--- config.mk ---
export PLATFORM = sky130hd
export DESIGN_NAME = data_merge_sync
export DESIGN_NICKNAME = d
export VERILOG_FILES = /design/src/rtl/data_merge_pkg.sv /design/src/rtl/data_merge_sync_sync_ff.sv /design/src/rtl/data_merge_sync.sv
export SDC_FILE = /design/constraint.sdc
export NUM_CORES = 1
export LEC_CHECK = 0
export ABC_AREA = 1
export BUFFER_PORTS_ARGS = -buffer_cell sky130_fd_sc_hd__clkbuf_2
export CORE_MARGIN = 1.5
export CORE_UTILIZATION = 48
export DETAILED_ROUTE_END_ITERATION = 10
export MAX_ROUTING_LAYER = met4
export PLACE_DENSITY = 0.77
export SLEW_MARGIN = 30
export SYNTH_ARGS = -nofsm -noshare
export SYNTH_HDL_FRONTEND = slang
export SYNTH_SLANG_ARGS = --single-unit
--- constraint.sdc ---
create_clock -name clk -period 1.46 [get_ports clk]
set_input_delay 0.073 -clock clk [delete_from_list [all_inputs] [get_ports clk]]
set_output_delay 0.073 -clock clk [all_outputs]
set_load 0.02 [all_outputs]
--- src/rtl/data_merge_pkg.sv ---
// Shared types and defaults for the two-producer handshake merge block.
package data_merge_pkg;

    localparam int DEF_WIDTH       = 8;
    localparam int DEF_SYNC_STAGES = 2;

    typedef enum logic {
        IDLE     = 1'b0,
        WAIT_ACK = 1'b1
    } state_t;

    typedef enum logic {
        CH1 = 1'b0,
        CH2 = 1'b1
    } chan_t;

    // Round-robin pick: a contested cycle goes to the channel not served last,
    // otherwise whichever channel is pending wins.
    function automatic chan_t rr_pick(input logic pend1, input logic pend2, input chan_t last);
        if (pend1 && pend2) begin
            return (last == CH1) ? CH2 : CH1;
        end else if (pend2) begin
            return CH2;
        end
        return CH1;
    endfunction

endpackage

--- src/rtl/data_merge_sync_sync_ff.sv ---
// Single-bit flop-chain synchronizer with synchronous clear.
module sync_ff #(
    parameter int STAGES = 2
) (
    input  logic clk,
    input  logic rst,
    input  logic i_d,
    output logic o_q
);

    logic [STAGES-1:0] r_chain;

    // Shift the asynchronous input through the chain; clear on reset.
    always_ff @(posedge clk) begin
        if (rst) begin
            r_chain <= '0;
        end else begin
            r_chain <= {r_chain[STAGES-2:0], i_d};
        end
    end

    assign o_q = r_chain[STAGES-1];

endmodule

--- src/rtl/data_merge_sync.sv ---
// Two-producer, one-consumer two-phase handshake merge with round-robin
// arbitration and synchronized handshake inputs.
// Optional build macro DATA_MERGE_SYNC_TAG_EN adds out_src, the source
// channel of the word currently on out (0 = channel 1, 1 = channel 2).
module data_merge_sync
    import data_merge_pkg::*;
#(
    parameter int WIDTH       = DEF_WIDTH,
    parameter int SYNC_STAGES = DEF_SYNC_STAGES
) (
    input  logic             clk,
    input  logic             rst,
    input  logic             l1_req,
    input  logic             l2_req,
    output logic             l1_ack,
    output logic             l2_ack,
    input  logic [WIDTH-1:0] in_1,
    input  logic [WIDTH-1:0] in_2,
    output logic             r_req,
    input  logic             r_ack,
    output logic [WIDTH-1:0] out
`ifdef DATA_MERGE_SYNC_TAG_EN
    ,
    output logic             out_src
`endif
);

    logic w_l1_req_s;
    logic w_l2_req_s;
    logic w_r_ack_s;

    sync_ff #(.STAGES(SYNC_STAGES)) u_sync_l1 (.clk(clk), .rst(rst), .i_d(l1_req), .o_q(w_l1_req_s));
    sync_ff #(.STAGES(SYNC_STAGES)) u_sync_l2 (.clk(clk), .rst(rst), .i_d(l2_req), .o_q(w_l2_req_s));
    sync_ff #(.STAGES(SYNC_STAGES)) u_sync_ra (.clk(clk), .rst(rst), .i_d(r_ack),  .o_q(w_r_ack_s));

    state_t           r_state, r_state_next;
    logic [WIDTH-1:0] r_out, r_out_next;
    logic             r_rreq, r_rreq_next;
    logic             r_l1_ack, r_l1_ack_next;
    logic             r_l2_ack, r_l2_ack_next;
    chan_t            r_served, r_served_next;
    chan_t            r_last, r_last_next;

    logic  w_pend1;
    logic  w_pend2;
    logic  w_launch;
    logic  w_done;
    chan_t w_sel;

    // A channel is pending while its synchronized request phase leads its ack.
    assign w_pend1  = w_l1_req_s ^ r_l1_ack;
    assign w_pend2  = w_l2_req_s ^ r_l2_ack;
    assign w_sel    = rr_pick(w_pend1, w_pend2, r_last);
    assign w_launch = (r_state == IDLE) && (w_pend1 || w_pend2);
    assign w_done   = (r_state == WAIT_ACK) && (w_r_ack_s == r_rreq);

    // State register.
    always_ff @(posedge clk) begin
        if (rst) begin
            r_state <= IDLE;
        end else begin
            r_state <= r_state_next;
        end
    end

    // Next-state logic: one transfer in flight at a time.
    always_comb begin
        r_state_next = r_state;
        case (r_state)
            IDLE:     if (w_launch) r_state_next = WAIT_ACK;
            WAIT_ACK: if (w_done)   r_state_next = IDLE;
            default:  r_state_next = IDLE;
        endcase
    end

    // Output logic: launch captures data and flips r_req; completion acks the served producer.
    always_comb begin
        r_out_next    = r_out;
        r_rreq_next   = r_rreq;
        r_l1_ack_next = r_l1_ack;
        r_l2_ack_next = r_l2_ack;
        r_served_next = r_served;
        r_last_next   = r_last;
        if (w_launch) begin
            r_out_next    = (w_sel == CH2) ? in_2 : in_1;
            r_rreq_next   = !r_rreq;
            r_served_next = w_sel;
        end
        if (w_done) begin
            if (r_served == CH2) begin
                r_l2_ack_next = !r_l2_ack;
            end else begin
                r_l1_ack_next = !r_l1_ack;
            end
            r_last_next = r_served;
        end
    end

    // Datapath and handshake registers; last-served resets to channel 2 so channel 1 wins first.
    always_ff @(posedge clk) begin
        if (rst) begin
            r_out    <= '0;
            r_rreq   <= 1'b0;
            r_l1_ack <= 1'b0;
            r_l2_ack <= 1'b0;
            r_served <= CH1;
            r_last   <= CH2;
        end else begin
            r_out    <= r_out_next;
            r_rreq   <= r_rreq_next;
            r_l1_ack <= r_l1_ack_next;
            r_l2_ack <= r_l2_ack_next;
            r_served <= r_served_next;
            r_last   <= r_last_next;
        end
    end

`ifdef DATA_MERGE_SYNC_TAG_EN
    logic r_src;

    // Source tag captured on the same cycle as out.
    always_ff @(posedge clk) begin
        if (rst) begin
            r_src <= 1'b0;
        end else if (w_launch) begin
            r_src <= (w_sel == CH2);
        end
    end

    assign out_src = r_src;
`endif

    assign out    = r_out;
    assign r_req  = r_rreq;
    assign l1_ack = r_l1_ack;
    assign l2_ack = r_l2_ack;

endmodule

# After elaboration in Yosys (flattened, before gate mapping)

Cells that the tools add are included.

Flip-flop bits (word level): 20
Input port bits: 21
Output and inout port bits: 11

Equality and inequality tests: 1
Muxes and demuxes: 10
Bitwise logic cells: 4
Reductions and logical operators: 9

Operators by type and width:

| operator                              | number |
|---|---|
| 1-bit two-way mux                     | 8 |
| 8-bit two-way mux                     | 1 |
| 2-bit AND reduction                   | 2 |
| 1-bit logical AND                     | 3 |
| 1-bit zero test                       | 3 |
| 1-bit inverter                        | 2 |
| 1-bit one-hot mux with 2 select lines | 1 |
| 1-bit XOR                             | 2 |
| 1-bit == test                         | 1 |
| 1-bit logical OR                      | 1 |

# Longest topological paths before layout

Depth in word-level cells: 5
Gate-level depth with buffers: 9
Mapped depth without buffers: 9

# By module

From an unflattened synthesis, not the netlist that was laid out.

Cell total of the unflattened synthesis: 130
Area, all modules: 939.7 sq um

By module, submodules not included:

| module          | times used | cells each | area an instance (sq um) | sequential area each (sq um) |
|---|---|---|---|---|
| data_merge_sync | 1          | 112        | 774.5                    | 280.3 |
| sync_ff         | 3          | 6          | 55.1                     | 40.0 |

# Worst setup path before layout

No wires, ideal clock.

Path kind: flip-flop to flip-flop
Start point: reg r_l1_ack (netlist: l1_ack)
End point: reg r_rreq (netlist: r_req)
Library setup time: 0.113 ns
Arrival: 1.097 ns
Required time: 1.347 ns
Path slack: 0.249 ns
Cell stages (with the launch flop): 9
Buffers on the path: 1
Cell sequence: dfxtp_1 -> inv_1 -> nand2_4 -> nand2_2 -> nand2_2 -> nand2_2 -> buf_6 -> o21ai_1 -> nor2_1

Longest elaborated chain between the ends: 3

RTL lines:

| item                   | line                   | source |
|---|---|---|
| from (decl)            | data_merge_sync.sv:39  | `logic r_l1_ack, r_l1_ack_next;` |
| from (signal assigned) | data_merge_sync.sv:111 | `r_l1_ack <= r_l1_ack_next;` |
| 1-bit XOR              | data_merge_sync.sv:51  | `assign w_pend1 = w_l1_req_s ^ r_l1_ack;` |
| 1-bit logical OR       | data_merge_sync.sv:54  | `assign w_launch = (r_state == IDLE) && (w_pend1 \|\| w_pend2);` |
| 1-bit logical AND      | data_merge_sync.sv:54  |  |
| to (signal assigned)   | data_merge_sync.sv:110 | `r_rreq <= r_rreq_next;` |
| to (decl)              | data_merge_sync.sv:38  | `logic r_rreq, r_rreq_next;` |

Every way passes these cells.
A chain may end at the register's enable or synchronous reset.

# Final worst setup path

Start point: reg r_l1_ack (netlist: l1_ack)
End point: reg r_out[3] (netlist: out[3])

Longest elaborated chain between the ends: 5

RTL lines:

| item                 | line                   | source |
|---|---|---|
| 1-bit XOR (*)        | data_merge_sync.sv:51  |  |
| 1-bit logical AND    | data_merge_pkg.sv:20   | `if (pend1 && pend2) begin` |
| 1-bit two-way mux    | data_merge_pkg.sv:20   |  |
| 1-bit two-way mux    | data_merge_pkg.sv:25   | `return CH1;` |
| 8-bit two-way mux    | data_merge_sync.sv:85  | `r_out_next = (w_sel == CH2) ? in_2 : in_1;` |
| to (signal assigned) | data_merge_sync.sv:109 | `r_out <= r_out_next;` |
| to (decl)            | data_merge_sync.sv:37  | `logic [WIDTH-1:0] r_out, r_out_next;` |

Mark *: on every way between the ends. The rest lies on a longest branch, timed or not.

==> impl_metrics.toml <==
[yosys]
synthAdderAreaFrac_pct = 0
synth_mux_area_share_pct = 0
synth_compound_gate_area_share_pct = 10.9
synth_xor_xnor_area_share_pct = 0
synth_nets = 152
synth_top_family_by_area = "simple AND/OR/NAND/NOR gates"
syn_area_per_cell_um2 = 7.10
yosysWarnings = 0
netlist.area_leader.share_pct = 43.1
synthCells = 131
seq_area_frac_synth_pct = 43.1
synth_area_um2 = 930
synthSimpleGateAreaFrac_pct = 30.8
synth_cell_types = 16
synthTopCellsByArea = "dfxtp_1 (43%), inv_1 (11%), nand2_1 (10%)"
synth_largest_area_cell = "dfxtp_1"
ys_seq_elements = 20

[sta]
tns_ns = 0
relSlewSlack_pct = 70.8
clock.fmax_mhz = 804
finalMaxSlewViolations = 0
setup_viol = 0
finalClockSkew_ns = 0.00343
fin_crit_sh_pct = 85.2
hold_violations = 0
grt_setup_unrepaired = "no"
min_period_ns = 1.24
tightest_slew_ns = 0.438

[layout]
synthToLayoutAreaGrowth_pct = 26.5
final_util_pct = 66.7
drive_above_1_share_pct = 32.1
diodes = 0
fillers = 180
final_nets = 190
multi_input_area_um2 = 388
ff_latch_area_um2 = 400

[critical_path]
endpoint_kind = "register"
cp_slowest_cell = "dfxtp_1"
cp.required_ns = 1.71
cp_slowest_stage_delay_ns = 0.38
cp.arrival_ns = 1.50
path_cells = "inv_1, nand2_4, nand2_2, nand2_2, nand2_2, buf_4, a21oi_2, nand2_1, inv_1"
path_class = "register to register"
path_common_cell = "nand2_2"
critPathMaxFanout = 7
start_kind = "register"

[route]
wire_per_inst_um = 9.71
dr.pass1.iters = 4
drt_iter0_drc = 13
route.detailed.drc = 0
routed_via_density = 4.60
ant_nets = 0
via_count = 887
wirelength_um = 1870

[clocking]
cts_setup_buffers = 0
cts_tree = "done"
clk_pin_slew_ns = 0.11
cts_root_buf = "clkbuf_4"
clock-sinks = 20
htree_levels = 1
cts_buffer_depth = 2
cts_inserted_buffers = 3
clk_latency_ns = 0.30

[global_routing]
overflow = 0
grt_pass1_wl_um = 2860
grt_usage_pct = 18.5
grt_start_max_net_pins = 19
grt_pass1_vias = 721
antenna_found_initial = 0

[hold_path]
hp-class = "input pin to register"

[pwr]
p_seq_share_pct = 47.1
p_total_uw = 1400
worst_ir_drop_vdd_v = 0.000876
switching_share_pct = 33.9
p_int_uw = 924
leakage_uw = 0.000620
combPwrFrac_pct = 30.4
p_sw_uw = 474
pwr-share-clk_pct = 22.5
pwr_density_cell_nw_per_um2 = 1190

[floorplan]
row_count = 15
die-area_um2 = 2210
die_h_um = 47.0
ios = 32
start_util_pct = 52.7
coreArea_um2 = 1760
die_w_um = 47.0

[placed_design]
dp_hpwl_um = 1410
gp_congestion = 0.716
port-buffer-count = 31

[status]
outcome = "complete, no violations"

[run]
cap_viol_max_count = 0
-- synth_stat cells, drive strengths merged --
cell type and count:
inv 32, nand2 31, dfxtp 20, nand3 20, a21oi 12, nor2 9
buf 3, o21ai 3, nand4 1
-- routing by layer --
| metal | vias up | track usage, % | wire length, µm |
|---|---|---|---|
| li1 | 474 | - | - |
| met1 | 394 | 23.0 | 882 |
| met2 | 19 | 29.0 | 915 |
| met3 | 0 | 6.15 | 76 |
| met4 | 0 | 4.44 | 0 |
| met5 | - | - | 0 |
-- sequential cells by signal, indices dropped and copies added (netlist names) --
name and cells:
out 8, u_sync_l1.r_chain 2, u_sync_l2.r_chain 2, u_sync_ra.r_chain 2, l1_ack 1, l2_ack 1
r_last 1, r_req 1, r_served 1, r_state 1
-- per-stage QoR --
| stage | cell area [µm²] | setup WS, ns | hold WS, ns | std cells |
|---|---|---|---|---|
| global placement | 1110 | 0.267 | 0.265 | 186 |
| floorplan | 930 | 0.249 | 0.180 | 131 |
| detailed placement | 1110 | 0.229 | 0.272 | 186 |
| finish | 1180 | 0.216 | 0.0676 | 193 |
| global route | 1180 | 0.107 | 0.0805 | 193 |
| CTS | 1180 | 0.216 | 0.0576 | 193 |
-- worst paths after layout --
kind,from,endpoint,slack (ns),cells after the start
setup / recovery,l1_ack,out[3],0.22,9
hold / removal,in_1[3],out[3],0.07,5
setup reg to reg,l1_ack,out[3],0.22,9
hold reg to reg,u_sync_l1.r_chain[0],u_sync_l1.r_chain[1],0.41,2
-- placed cells by master (no fill, tap or decap), drive strengths merged --
master and instances:
clkbuf 35, a21oi 12, dlygate4sd3 3, nor2 9, o21ai 3, dfxtp 20
nand2 31, buf 2, inv 32, nand4 1, nand3 20
-- power by group through the flow --
stage                     sequential [µW]  clock [µW]  combinational [µW]
after floorplan                       726           0                 246
after global placement                668           0                 412
after detailed placement              671           0                 421
after CTS                             658         326                 429
after global routing                  667         347                 475
final                                 658         315                 425
-- critical path: cells and delay by family (launching register included) --
kind	cells	cell delay [ns]
buffers and inverters	3	0.32
flip-flops	1	0.38
AND/OR/NAND/NOR	5	0.35
AO/OA/AOI/OAI	1	0.14
-- logic make-up after synthesis --
family                 Yosys count
AND/OR/NAND/NOR                 61
flip-flops                      20
buffers and inverters           35
AO/OA/AOI/OAI                   15
-- layout make-up --
class	count	area share (%)
well taps	25	2.66
multi-input cells	76	33.0
clock buffers	4	3.09
inverters	32	10.2
flip-flops and latches	20	34.0
repair buffers	36	17.0
-- timing repair --
item	in CTS	in global routing
hold buffers	3	0
setup endpoints to repair	0	0
endpoints found under the hold margin	3	0
gates resized for setup	0	0
(Power assumes the default switching activity.)
